==> src/rtl/reg_dump_reader_pkg.sv <==
// Shared definitions for the register-dump reader.
// Holds the FSM state encoding, the ASCII constants used by the hex
// printer and the number of hex characters printed per 32-bit register.
package reg_dump_reader_pkg;

  typedef enum logic [1:0] {
    IDLE = 2'd0,
    LOAD = 2'd1,
    SEND = 2'd2,
    DONE = 2'd3
  } state_t;

  localparam logic [7:0] ASCII_0       = 8'h30;
  localparam logic [7:0] ASCII_A_LC    = 8'h61;
  localparam logic [7:0] ASCII_LF      = 8'h0a;
  localparam logic [3:0] CHARS_PER_REG = 4'd8;

endpackage

==> src/rtl/reg_dump_reader_if.sv <==
// Byte-stream interface between the register-dump reader and the UART TX path.
// Signals:
//   tx_valid - byte available on tx_data (driven by the source)
//   tx_data  - ASCII byte (driven by the source)
//   tx_ready - sink accepts the byte on a rising edge with tx_valid high
// Modports: master = byte source, slave = byte sink.
interface reg_dump_reader_if;

  logic       tx_valid;
  logic [7:0] tx_data;
  logic       tx_ready;

  modport master (output tx_valid, output tx_data, input tx_ready);
  modport slave  (input tx_valid, input tx_data, output tx_ready);

endinterface

==> src/rtl/reg_dump_reader_nibble_to_hex_ascii.sv <==
// Pure combinational map from a 4-bit nibble to its lowercase hex ASCII
// character ('0'-'9', 'a'-'f'). Shared by the debug printers.
// Ports:
//   nibble - 4-bit value to print
//   ascii  - matching ASCII character
module nibble_to_hex_ascii
  import reg_dump_reader_pkg::*;
(
  input  logic [3:0] nibble,
  output logic [7:0] ascii
);

  // Decimal digits offset from '0', letters offset from 'a'.
  always_comb begin
    ascii = ASCII_0;
    if (nibble < 4'd10) begin
      ascii = ASCII_0 + {4'd0, nibble};
    end else begin
      ascii = ASCII_A_LC + {4'd0, nibble} - 8'd10;
    end
  end

endmodule

==> src/rtl/reg_dump_reader.sv <==
// Register-file dump reader. On a start pulse in IDLE it walks registers
// 0..NUM_REGS-1 over the debug read port, snapshots each value in a single
// LOAD cycle and streams it as 8 lowercase hex characters plus a newline.
// Ports:
//   clk, rstn   - clock (rising edge), asynchronous active-low reset
//   start       - dump request, only honoured in IDLE
//   dbg_reg_ra  - register index presented to the register file
//   dbg_reg_rd  - combinational read data for dbg_reg_ra
//   tx          - byte-stream source (tx_valid / tx_data / tx_ready)
//   busy        - high whenever the FSM is not in IDLE
//   done        - one-cycle pulse after the final newline is accepted
module reg_dump_reader
  import reg_dump_reader_pkg::*;
#(
  parameter int NUM_REGS = 32,
  parameter int ADDR_W   = 5
) (
  input  logic                  clk,
  input  logic                  rstn,
  input  logic                  start,
  output logic [ADDR_W-1:0]     dbg_reg_ra,
  input  logic [31:0]           dbg_reg_rd,
  reg_dump_reader_if.master     tx,
  output logic                  busy,
  output logic                  done
);

  localparam logic [ADDR_W-1:0] LAST_IDX = ADDR_W'(NUM_REGS - 1);

  state_t              state_r,    state_s;
  logic [ADDR_W-1:0]   idx_r,      idx_s;
  logic [3:0]          char_cnt_r, char_cnt_s;
  logic [31:0]         shadow_r,   shadow_s;
  logic                handshake_s;
  logic [7:0]          hex_char_s;

  // The top nibble of the shifting snapshot is always the next character.
  nibble_to_hex_ascii u_hex (
    .nibble (shadow_r[31:28]),
    .ascii  (hex_char_s)
  );

  // State and datapath registers.
  always_ff @(posedge clk or negedge rstn) begin
    if (!rstn) begin
      state_r    <= IDLE;
      idx_r      <= '0;
      char_cnt_r <= 4'd0;
      shadow_r   <= 32'd0;
    end else begin
      state_r    <= state_s;
      idx_r      <= idx_s;
      char_cnt_r <= char_cnt_s;
      shadow_r   <= shadow_s;
    end
  end

  // Next-state logic: snapshot in LOAD, shift out one nibble per accepted byte.
  always_comb begin
    state_s     = state_r;
    idx_s       = idx_r;
    char_cnt_s  = char_cnt_r;
    shadow_s    = shadow_r;
    handshake_s = (state_r == SEND) && tx.tx_ready;
    case (state_r)
      IDLE: begin
        if (start) begin
          idx_s   = '0;
          state_s = LOAD;
        end else begin
          state_s = IDLE;
        end
      end
      LOAD: begin
        shadow_s   = dbg_reg_rd;
        char_cnt_s = 4'd0;
        state_s    = SEND;
      end
      SEND: begin
        if (handshake_s) begin
          if (char_cnt_r < CHARS_PER_REG) begin
            shadow_s   = {shadow_r[27:0], 4'h0};
            char_cnt_s = char_cnt_r + 4'd1;
          end else if (idx_r == LAST_IDX) begin
            state_s = DONE;
          end else begin
            idx_s   = idx_r + ADDR_W'(1);
            state_s = LOAD;
          end
        end else begin
          state_s = SEND;
        end
      end
      DONE: begin
        state_s = IDLE;
      end
      default: begin
        state_s = IDLE;
      end
    endcase
  end

  // Outputs decoded from registered state only, so they never depend on tx_ready.
  always_comb begin
    tx.tx_valid = 1'b0;
    tx.tx_data  = 8'h00;
    if (state_r == SEND) begin
      tx.tx_valid = 1'b1;
      if (char_cnt_r < CHARS_PER_REG) begin
        tx.tx_data = hex_char_s;
      end else begin
        tx.tx_data = ASCII_LF;
      end
    end else begin
      tx.tx_valid = 1'b0;
    end
  end

  assign dbg_reg_ra = idx_r;
  assign busy       = (state_r != IDLE);
  assign done       = (state_r == DONE);

endmodule

==> src/flat_wrapper.sv <==
// flat-port wrapper written by rule: the top's interface ports become plain ports
module reg_dump_reader_flat import reg_dump_reader_pkg::*;
#(
  parameter int NUM_REGS = 32,
  parameter int ADDR_W   = 5
)
  (clk, rstn, start, dbg_reg_ra, dbg_reg_rd, busy, done, tx_tx_valid, tx_tx_data, tx_tx_ready);
  reg_dump_reader_if tx_i ();
  input  logic clk;
  input  logic rstn;
  input  logic start;
  output logic [ADDR_W-1:0] dbg_reg_ra;
  input  logic [31:0] dbg_reg_rd;
  output logic busy;
  output logic done;
  output wire logic [$bits(tx_i.tx_valid)-1:0] tx_tx_valid;
  output wire logic [$bits(tx_i.tx_data)-1:0] tx_tx_data;
  input wire logic [$bits(tx_i.tx_ready)-1:0] tx_tx_ready;
  assign tx_tx_valid = tx_i.tx_valid;
  assign tx_tx_data = tx_i.tx_data;
  assign tx_i.tx_ready = tx_tx_ready;
  reg_dump_reader #(.NUM_REGS(NUM_REGS), .ADDR_W(ADDR_W)) u_core (.clk(clk), .rstn(rstn), .start(start), .dbg_reg_ra(dbg_reg_ra), .dbg_reg_rd(dbg_reg_rd), .tx(tx_i), .busy(busy), .done(done));
endmodule
==> config.mk <==
export PLATFORM = sky130hd
export DESIGN_NAME = reg_dump_reader_flat
export DESIGN_NICKNAME = d
export VERILOG_FILES = /design/src/rtl/reg_dump_reader_pkg.sv /design/src/rtl/reg_dump_reader_if.sv /design/src/rtl/reg_dump_reader_nibble_to_hex_ascii.sv /design/src/rtl/reg_dump_reader.sv /design/src/flat_wrapper.sv
export SDC_FILE = /design/constraint.sdc
export NUM_CORES = 1
export LEC_CHECK = 0
export BUFFER_PORTS_ARGS = -buffer_cell sky130_fd_sc_hd__buf_2
export CORE_MARGIN = 3
export CORE_UTILIZATION = 35
export DETAILED_ROUTE_END_ITERATION = 16
export PLACE_DENSITY_LB_ADDON = 0.08
export SKIP_LAST_GASP = 1
export SYNTH_ARGS = -nofsm -noshare
export SYNTH_HDL_FRONTEND = slang
export SYNTH_SLANG_ARGS = --single-unit
==> constraint.sdc <==
create_clock -name clk -period 1.8 [get_ports clk]
set_input_delay 0.36 -clock clk [delete_from_list [all_inputs] [get_ports clk]]
set_output_delay 0.36 -clock clk [all_outputs]
set_load 0.005 [all_outputs]
==> Implementation_results.wiki, run 1 <==
{| class="wikitable"
! Metric !! Value
|-
| Weighted congestion reported at the end of routability-driven placement || 0.808
|-
| Highest-count cells in the layout ignoring fill and taps || sky130_fd_sc_hd__buf_2 (50), sky130_fd_sc_hd__dfrtp_1 (43), sky130_fd_sc_hd__o21ai_0 (31), sky130_fd_sc_hd__nand2_1 (31), sky130_fd_sc_hd__mux2i_1 (27)
|-
| Crit start category || flip-flop
|-
| Die Span X || 84.8 µm
|-
| DP Area || 2570 µm²
|-
| Number of rows in the core area || 28
|-
| Pre-CTS setup slack || -0.00584 ns
|-
| Synthesis-stage register bit count || 43
|-
| Worst-skew pair later-pin latency || 0.29 ns
|-
| Top flip-flop cell by instance count after synthesis || sky130_fd_sc_hd__dfrtp_1
|-
| Fill cell total of the finished layout || 601
|-
| Worst-case reg-to-reg path depth || 7
|-
| Boundary Pins || 52
|-
| Min-delay worst type || in2async
|-
| Starting DRC count in detailed routing || 37
|-
| Crit path to || tx_tx_data[2]
|-
| Power density over cell area || 1580 nW/µm²
|-
| Count of max-cap constraint violations || 0
|-
| Violations in the final reports || setup timing
|-
| Number of clock buffers inserted by TritonCTS || 5
|-
| Vias per Instance || 4.76
|-
| Flop2flop setup slack || -0.05 ns
|-
| Most common cell after layout, fill and taps aside || sky130_fd_sc_hd__buf_2
|-
| Aggregate negative setup slack || -0.125 ns
|-
| Drt first pass iters || 4
|-
| Overall die height || 84.8 µm
|-
| Wirelength per Cell || 13.6 µm
|-
| Final standard cell area without fillers || 2820 µm²
|-
| Outcome || finished, violations left
|-
| Worst-path maximum fanout || 2
|-
| Via count of the routed design || 1,718
|-
| Effective utilization at floorplan || 36.5%
|-
| Post-detailed-route DRC marker count || 0
|-
| Initial antenna violation count || 0
|-
| Leakage power summed over all cells || 1.34 nW
|-
| Synthesis Warnings || 0
|-
| Clock tree from TritonCTS || built
|-
| Setup violators final || 2
|-
| Number of global-route vias before repair || 1,845
|-
| Port buffer count || 50
|-
| Area of the multi-input gates || 1090 µm²
|-
| Peak supply drop || 0.727 mV
|-
| Detail Placement HPWL || 3300 µm
|-
| Data required time at the worst endpoint || 1.44 ns
|-
| Area of the core region || 5960 µm²
|-
| Type of the worst setup path || reg2out
|-
| Remaining global-route overflow || 0
|-
| Synthesized instance count || 221
|-
| Mapped Area || 2170 µm²
|-
| Fin crit share || 104%
|-
| # nets final || 329
|-
| Worst setup startpoint || u_core.shadow_r[28]$_DFFE_PN0P_
|-
| Wire length reported by the detailed router || 4910 µm
|-
| Clock Root Buffer || sky130_fd_sc_hd__clkbuf_8
|-
| Longest Clk Path Bufs || 2
|-
| Worst clock skew || 0.00816 ns
|-
| Diode insertion count for antenna repair || 0
|-
| Worst-path clk slew || 0.08 ns
|-
| First-pass GRT wire length || 8330 µm
|-
| Fin worst setup slack || -0.0741 ns
|-
| Post-Syn Nets || 264
|-
| Final number of hold-violating endpoints || 0
|-
| Sequential cell area || 1080 µm²
|-
| Netlist cell types || 30
|-
| Average footprint of a synthesized cell || 9.83 µm²
|-
| Capturing element type of the critical path || output pin
|-
| Total clock sinks || 43
|-
| Setup repair after global routing missed its margin || yes
|-
| Sequential-to-total area share from yosys stat || 49.5%
|-
| H-tree levels || 2
|-
| All-layer global routing usage || 14.6%
|-
| Post-layout minimum cycle time || 1.87 ns
|-
| Layout cells sized above 1 || 33.6%
|-
| Fmax || 0.534 GHz
|-
| Pin count of the biggest net entering global routing || 58
|-
| Worst flop-to-flop path endpoint || u_core.dbg_reg_ra[3]$_DFFE_PN0P_
|-
| Count of flip-flops with a built-in enable after synthesis || 0
|-
| Final max-slew violation count || 0
|-
| Fraction of registers with async set or reset after synthesis || 100%
|-
| Data arrival, critical path || 1.51 ns
|-
| Area growth from synthesis to layout || 29.8%
|-
| Final ANT Viol Nets || 0
|-
| Total die area || 7190 µm²
|-
| Critical register-to-register path startpoint || u_core.dbg_reg_ra[1]$_DFFE_PN0P_
|}
-- worst min path at each step --
stage	from	end	slack, ns	cells past startpoint
global route	rstn	u_core.shadow_r[22]$_DFFE_PN0P_	0.03	2
floorplan	rstn	u_core.char_cnt_r[0]$_DFFE_PN0P_	0.06	0
global placement	rstn	u_core.shadow_r[30]$_DFFE_PN0P_	0.36	2
CTS	rstn	u_core.shadow_r[26]$_DFFE_PN0P_	0.03	2
detailed placement	rstn	u_core.shadow_r[26]$_DFFE_PN0P_	0.36	2
finish	rstn	u_core.shadow_r[22]$_DFFE_PN0P_	0.03	2
-- worst max-delay path, stage by stage (launching register included) --
cell,delay (ns)
sky130_fd_sc_hd__dfrtp_1,0.39
sky130_fd_sc_hd__inv_2,0.09
sky130_fd_sc_hd__ha_4,0.14
sky130_fd_sc_hd__nand2_2,0.05
sky130_fd_sc_hd__or3_4,0.33
sky130_fd_sc_hd__a21oi_2,0.11
sky130_fd_sc_hd__buf_2,0.12
-- kinds of logic after synthesis --
| group | share of synthesized area, % |
|---|---|
| buf+inv | 4.21 |
| simple gates | 13.8 |
| other cells | 0.173 |
| xor+xnor | 1.21 |
| compound gates | 14.1 |
| mux | 13.0 |
| fa+ha+maj | 4.03 |
| flops | 49.5 |
-- metrics by stage --
stage               instances  hold WS [ns]  total power, mW  util [%]
CTS                       356        0.0347             4.40      45.9
global route              361        0.0343             4.92      47.3
finish                    361        0.0317             4.46      47.3
global placement          343         0.363             3.58      43.2
floorplan                 221        0.0644             3.00         -
detailed placement        343         0.361             3.62      43.2
-- report_power, final --
group	total (mW)	switching, mW	internal (mW)
combinational	2.22	1.19	1.03
clock	0.623	0.321	0.301
sequential	1.62	0.246	1.37
total	4.46	1.76	2.70
-- repair_timing --
item	CTS	global route
pin swaps	2	4
endpoints found under the setup margin	9	10
hold buffers	0	0
resized for setup	8	12
setup buffers	6	5
-- synthesized netlist by cell type (all sizes together) (2+ instances only) --
cell type / count / share of area, %
nand3: 3 / 0.69
o211ai: 2 / 0.69
ha: 7 / 4.0
or3: 2 / 0.58
nor2b: 4 / 1.2
nand2: 32 / 5.5
mux2i: 27 / 12
inv: 8 / 1.4
nor3: 5 / 1.2
a21oi: 7 / 1.6
xor2: 2 / 0.81
and3: 2 / 0.58
clkbuf: 5 / 0.86
nand2b: 3 / 0.86
a22o: 7 / 2.8
o21ai: 33 / 7.9
buf: 7 / 2.0
dfrtp: 43 / 50
nor2: 14 / 2.4
-- sequential cells by signal (all words and copies together), names as in the netlist --
signal / cells
u_core.state_r: 2
u_core.shadow_r: 32
u_core.dbg_reg_ra: 5
u_core.char_cnt_r: 4
-- area by class of cell --
type                    instances  area share, %
inverters                       8           1.15
clock inverters                 1          0.178
flip-flops and latches         43           38.2
clock buffers                   6           2.93
well taps                      75           3.33
multi-input cells             158           38.7
repair buffers                 70           15.5
-- metal layers --
layer  up-vias  track usage, %  wire length (µm)
met2        31            26.3              2470
met4         0            4.32                48
met3         5            4.32               240
met5         -               0                 0
li1        893               -                 -
met1       789            16.6              2160
No activity file was read; power rests on OpenSTA's default activity.
==> run 2: changes to the inputs <==
--- a/config.mk
+++ b/config.mk
@@ -7,7 +7,7 @@
 export LEC_CHECK = 0
 export BUFFER_PORTS_ARGS = -buffer_cell sky130_fd_sc_hd__buf_2
 export CORE_MARGIN = 3
-export CORE_UTILIZATION = 35
+export CORE_UTILIZATION = 48
 export DETAILED_ROUTE_END_ITERATION = 16
 export PLACE_DENSITY_LB_ADDON = 0.08
 export SKIP_LAST_GASP = 1
==> run 2 against run 1 <==
Compared with the run above: the run still ends with setup timing left; sequential share of layout area rose by 0.94 points; combinational power fell by 6%; cell area fell by 2.4%; clock power fell by 1%; non-clock buffer count fell by 1; hold slack got worse by 0.027 ns; final cell count fell by 7.2%; die area fell by 25%; critical path depth did not move; critical path type unchanged; critical endpoint unchanged; largest cell class unchanged.
==> Implementation_results.wiki, run 2 (same netlist as run 1, synthesis figures left out) <==
{| class="wikitable"
! Metric !! Value
|-
| Outcome || finished, violations left
|-
| Violations in the final reports || setup timing
|-
| Worst-path maximum fanout || 2 (unchanged)
|-
| H-tree levels || 2 (unchanged)
|-
| Global-route track usage on met3 || 3.69% (-0.62 points)
|-
| Capturing element type of the critical path || output pin
|-
| Clock Root Buffer || sky130_fd_sc_hd__clkbuf_8
|-
| Most common cell after layout, fill and taps aside || sky130_fd_sc_hd__buf_2
|-
| Highest-count cells in the layout ignoring fill and taps || sky130_fd_sc_hd__buf_2 (50), sky130_fd_sc_hd__dfrtp_1 (43), sky130_fd_sc_hd__o21ai_0 (31), sky130_fd_sc_hd__nand2_1 (31), sky130_fd_sc_hd__mux2i_1 (27)
|-
| Largest register by flop count || u_core.shadow_r
|-
| Vias per Instance || 5.17 (+8.6%)
|-
| Number of hold buffers added after CTS || 0 (unchanged)
|-
| Die Span X || 73.3 µm (-14%)
|-
| Data required time at the worst endpoint || 1.44 ns (about the same)
|-
| Post-layout minimum cycle time || 1.93 ns (+0.0602 ns)
|-
| Number of clock buffers inserted by TritonCTS || 5 (unchanged)
|-
| Longest Clk Path Bufs || 2 (unchanged)
|-
| Effective utilization at floorplan || 52.1% (+16 points)
|-
| Final max-slew violation count || 0 (unchanged)
|-
| Overall die height || 73.3 µm (-14%)
|-
| Final ANT Viol Nets || 0 (unchanged)
|-
| Final core occ || 65.9% (+19 points)
|-
| Number of flip-flops in the largest register || 32 (unchanged)
|-
| Power density over cell area || 1570 nW/µm² (-0.93%)
|-
| Wire length reported by the detailed router || 4440 µm (-9.7%)
|-
| First-pass GRT wire length || 7440 µm (-11%)
|-
| Worst-path cell with the longest stage delay || sky130_fd_sc_hd__dfrtp_1
|-
| Number of global-route vias before repair || 1,691 (-8.3%)
|-
| Met1 layer usage reported by global route || 24.8% (+8.2 points)
|-
| Total clock sinks || 43 (unchanged)
|-
| Fin worst setup slack || -0.134 ns (-0.0602 ns)
|-
| Remaining global-route overflow || 0 (unchanged)
|-
| Total die area || 5370 µm² (-25%)
|-
| Layout cells sized above 1 || 32.6% (-0.93 points)
|-
| List of cells traversed by the critical path || inv_2 -> ha_4 -> nand2_2 -> or3_1 -> a21oi_1 -> buf_2
|-
| Clock tree from TritonCTS || built
|-
| Critical path's top delay family || simple AND/OR/NAND/NOR gates
|-
| Area of the core region || 4170 µm² (-30%)
|-
| Fmax || 0.517 GHz (-3.1%)
|-
| Drt first pass iters || 4 (unchanged)
|-
| Diode insertion count for antenna repair || 0 (unchanged)
|-
| Final number of hold-violating endpoints || 0 (unchanged)
|-
| Worst clock skew || 0.00437 ns (-0.00379 ns)
|-
| Leakage power summed over all cells || 1.33 nW (-0.81%)
|-
| Detail Placement HPWL || 3090 µm (-6.4%)
|-
| Starting DRC count in detailed routing || 75 (+100%)
|-
| Boundary Pins || 52 (unchanged)
|-
| Crit start category || flip-flop
|-
| Count of max-cap constraint violations || 0 (unchanged)
|-
| Via count of the routed design || 1,731 (+0.76%)
|-
| Peak supply drop || 1.21 mV (+66%)
|-
| Worst-path clk slew || 0.08 ns (about the same)
|-
| Initial antenna violation count || 0 (unchanged)
|-
| CP bufs+invs || 2 (unchanged)
|-
| Port buffer count || 50 (unchanged)
|-
| All-layer global routing usage || 17.5% (+2.9 points)
|-
| Type of the worst setup path || reg2out
|-
| Weighted congestion reported at the end of routability-driven placement || 0.767 (-5.1%)
|-
| Setup repair after global routing missed its margin || yes
|-
| Number of rows in the core area || 23 (-18%)
|-
| Largest stage delay on the critical path || 0.39 ns (about the same)
|-
| Pin count of the biggest net entering global routing || 41 (-29%)
|-
| Setup violators final || 1 (-1)
|-
| Busiest metal layer after global routing || met2
|-
| Post-detailed-route DRC marker count || 0 (unchanged)
|-
| Routing usage on met2 || 27.7% (+1.4 points)
|-
| Fin crit share || 107% (+3.3 points)
|-
| Aggregate negative setup slack || -0.134 ns (-0.00952 ns)
|-
| Area growth from synthesis to layout || 26.7%
|-
| Wirelength per Cell || 13.2 µm (-2.7%)
|-
| # nets final || 328 (-0.30%)
|-
| Worst-skew pair later-pin latency || 0.28 ns (about the same)
|-
| Data arrival, critical path || 1.57 ns (+0.06 ns)
|-
| Min-delay worst type || in2async
|}
run 2: cell types whose count changed in the layout (fill, tap and decap cells not counted):
| cell | previous run | this run |
|---|---|---|
| sky130_fd_sc_hd__buf_12 | 3 | 2 |
| sky130_fd_sc_hd__inv_4 | 1 | 0 |
| sky130_fd_sc_hd__or3_1 | 0 | 1 |
| sky130_fd_sc_hd__or3_4 | 2 | 1 |
| sky130_fd_sc_hd__a21oi_2 | 2 | 1 |
| sky130_fd_sc_hd__a21oi_1 | 5 | 6 |
| sky130_fd_sc_hd__inv_2 | 3 | 4 |
| sky130_fd_sc_hd__nand2b_2 | 0 | 1 |
| sky130_fd_sc_hd__nand2b_4 | 1 | 0 |
run 2: final timing paths:
kind,from,end,slack [ns],cells after the start
max in group asynchronous,rstn,u_core.shadow_r[3]$_DFFE_PN0P_,1.32,2
hold reg to reg,u_core.shadow_r[6]$_DFFE_PN0P_,u_core.shadow_r[6]$_DFFE_PN0P_,0.48,2
min in group clk,dbg_reg_rd[2],u_core.shadow_r[2]$_DFFE_PN0P_,0.29,2
setup / recovery,u_core.shadow_r[28]$_DFFE_PN0P_,tx_tx_data[2],-0.13,6
setup reg to reg,u_core.dbg_reg_ra[1]$_DFFE_PN0P_,u_core.dbg_reg_ra[3]$_DFFE_PN0P_,0.01,7
hold / removal,rstn,u_core.shadow_r[26]$_DFFE_PN0P_,0.005,1
run 2: what timing repair did:
item / 4_1_cts / 5_1_grt
setup endpoints to repair: 8 / 8
endpoints found under the hold margin: 0 / 0
buffers inserted: 4 / 6
pin swaps: 2 / 6
resized for setup: 6 / 10
run 2: stage by stage:
stage	worst slack [ns]	cells	power, mW	area, µm²	hold slack (ns)
2_1_floorplan	0.0282	221	3.00	2170	0.0644
3_3_place_gp	0.0300	318	3.52	2530	0.331
3_5_place_dp	-0.0366	318	3.57	2530	0.321
4_1_cts	-0.119	329	4.27	2660	0.00706
5_1_grt	-0.210	335	4.74	2750	0.0173
6_report	-0.134	335	4.31	2750	0.00458
run 2: power by group:
group          leakage [nW]  internal [mW]  total (mW)  switching (mW)
Clock                0.0470          0.301       0.616           0.314
Sequential            0.545           1.37        1.61           0.240
Combinational         0.737          0.938        2.09            1.15
run 2: final cells by class:
class / instances / area [µm²]
inverter: 8 / 30.0
multi-input combinational: 158 / 1080
fill: 359 / 1420
timing repair buffer: 69 / 418
sequential: 43 / 1080
clock inverter: 1 / 5.00
clock buffer: 6 / 82.6
tap: 50 / 62.6
run 2: worst register-to-register path: stages, from the launching register on:
cell,delay (ns)
sky130_fd_sc_hd__dfrtp_1,0.39
sky130_fd_sc_hd__ha_2,0.19
sky130_fd_sc_hd__and3_4,0.15
sky130_fd_sc_hd__ha_4,0.15
sky130_fd_sc_hd__and4b_1,0.29
sky130_fd_sc_hd__o21ai_2,0.10
sky130_fd_sc_hd__or3_4,0.33
sky130_fd_sc_hd__a21oi_2,0.13
run 2: per-layer routing:
metal  up-vias  part of all wire, %
met5         -                    0
met4         0                 0.38
met3         2                  5.5
met2        42                   47
met1       798                   47
li1        889                    -
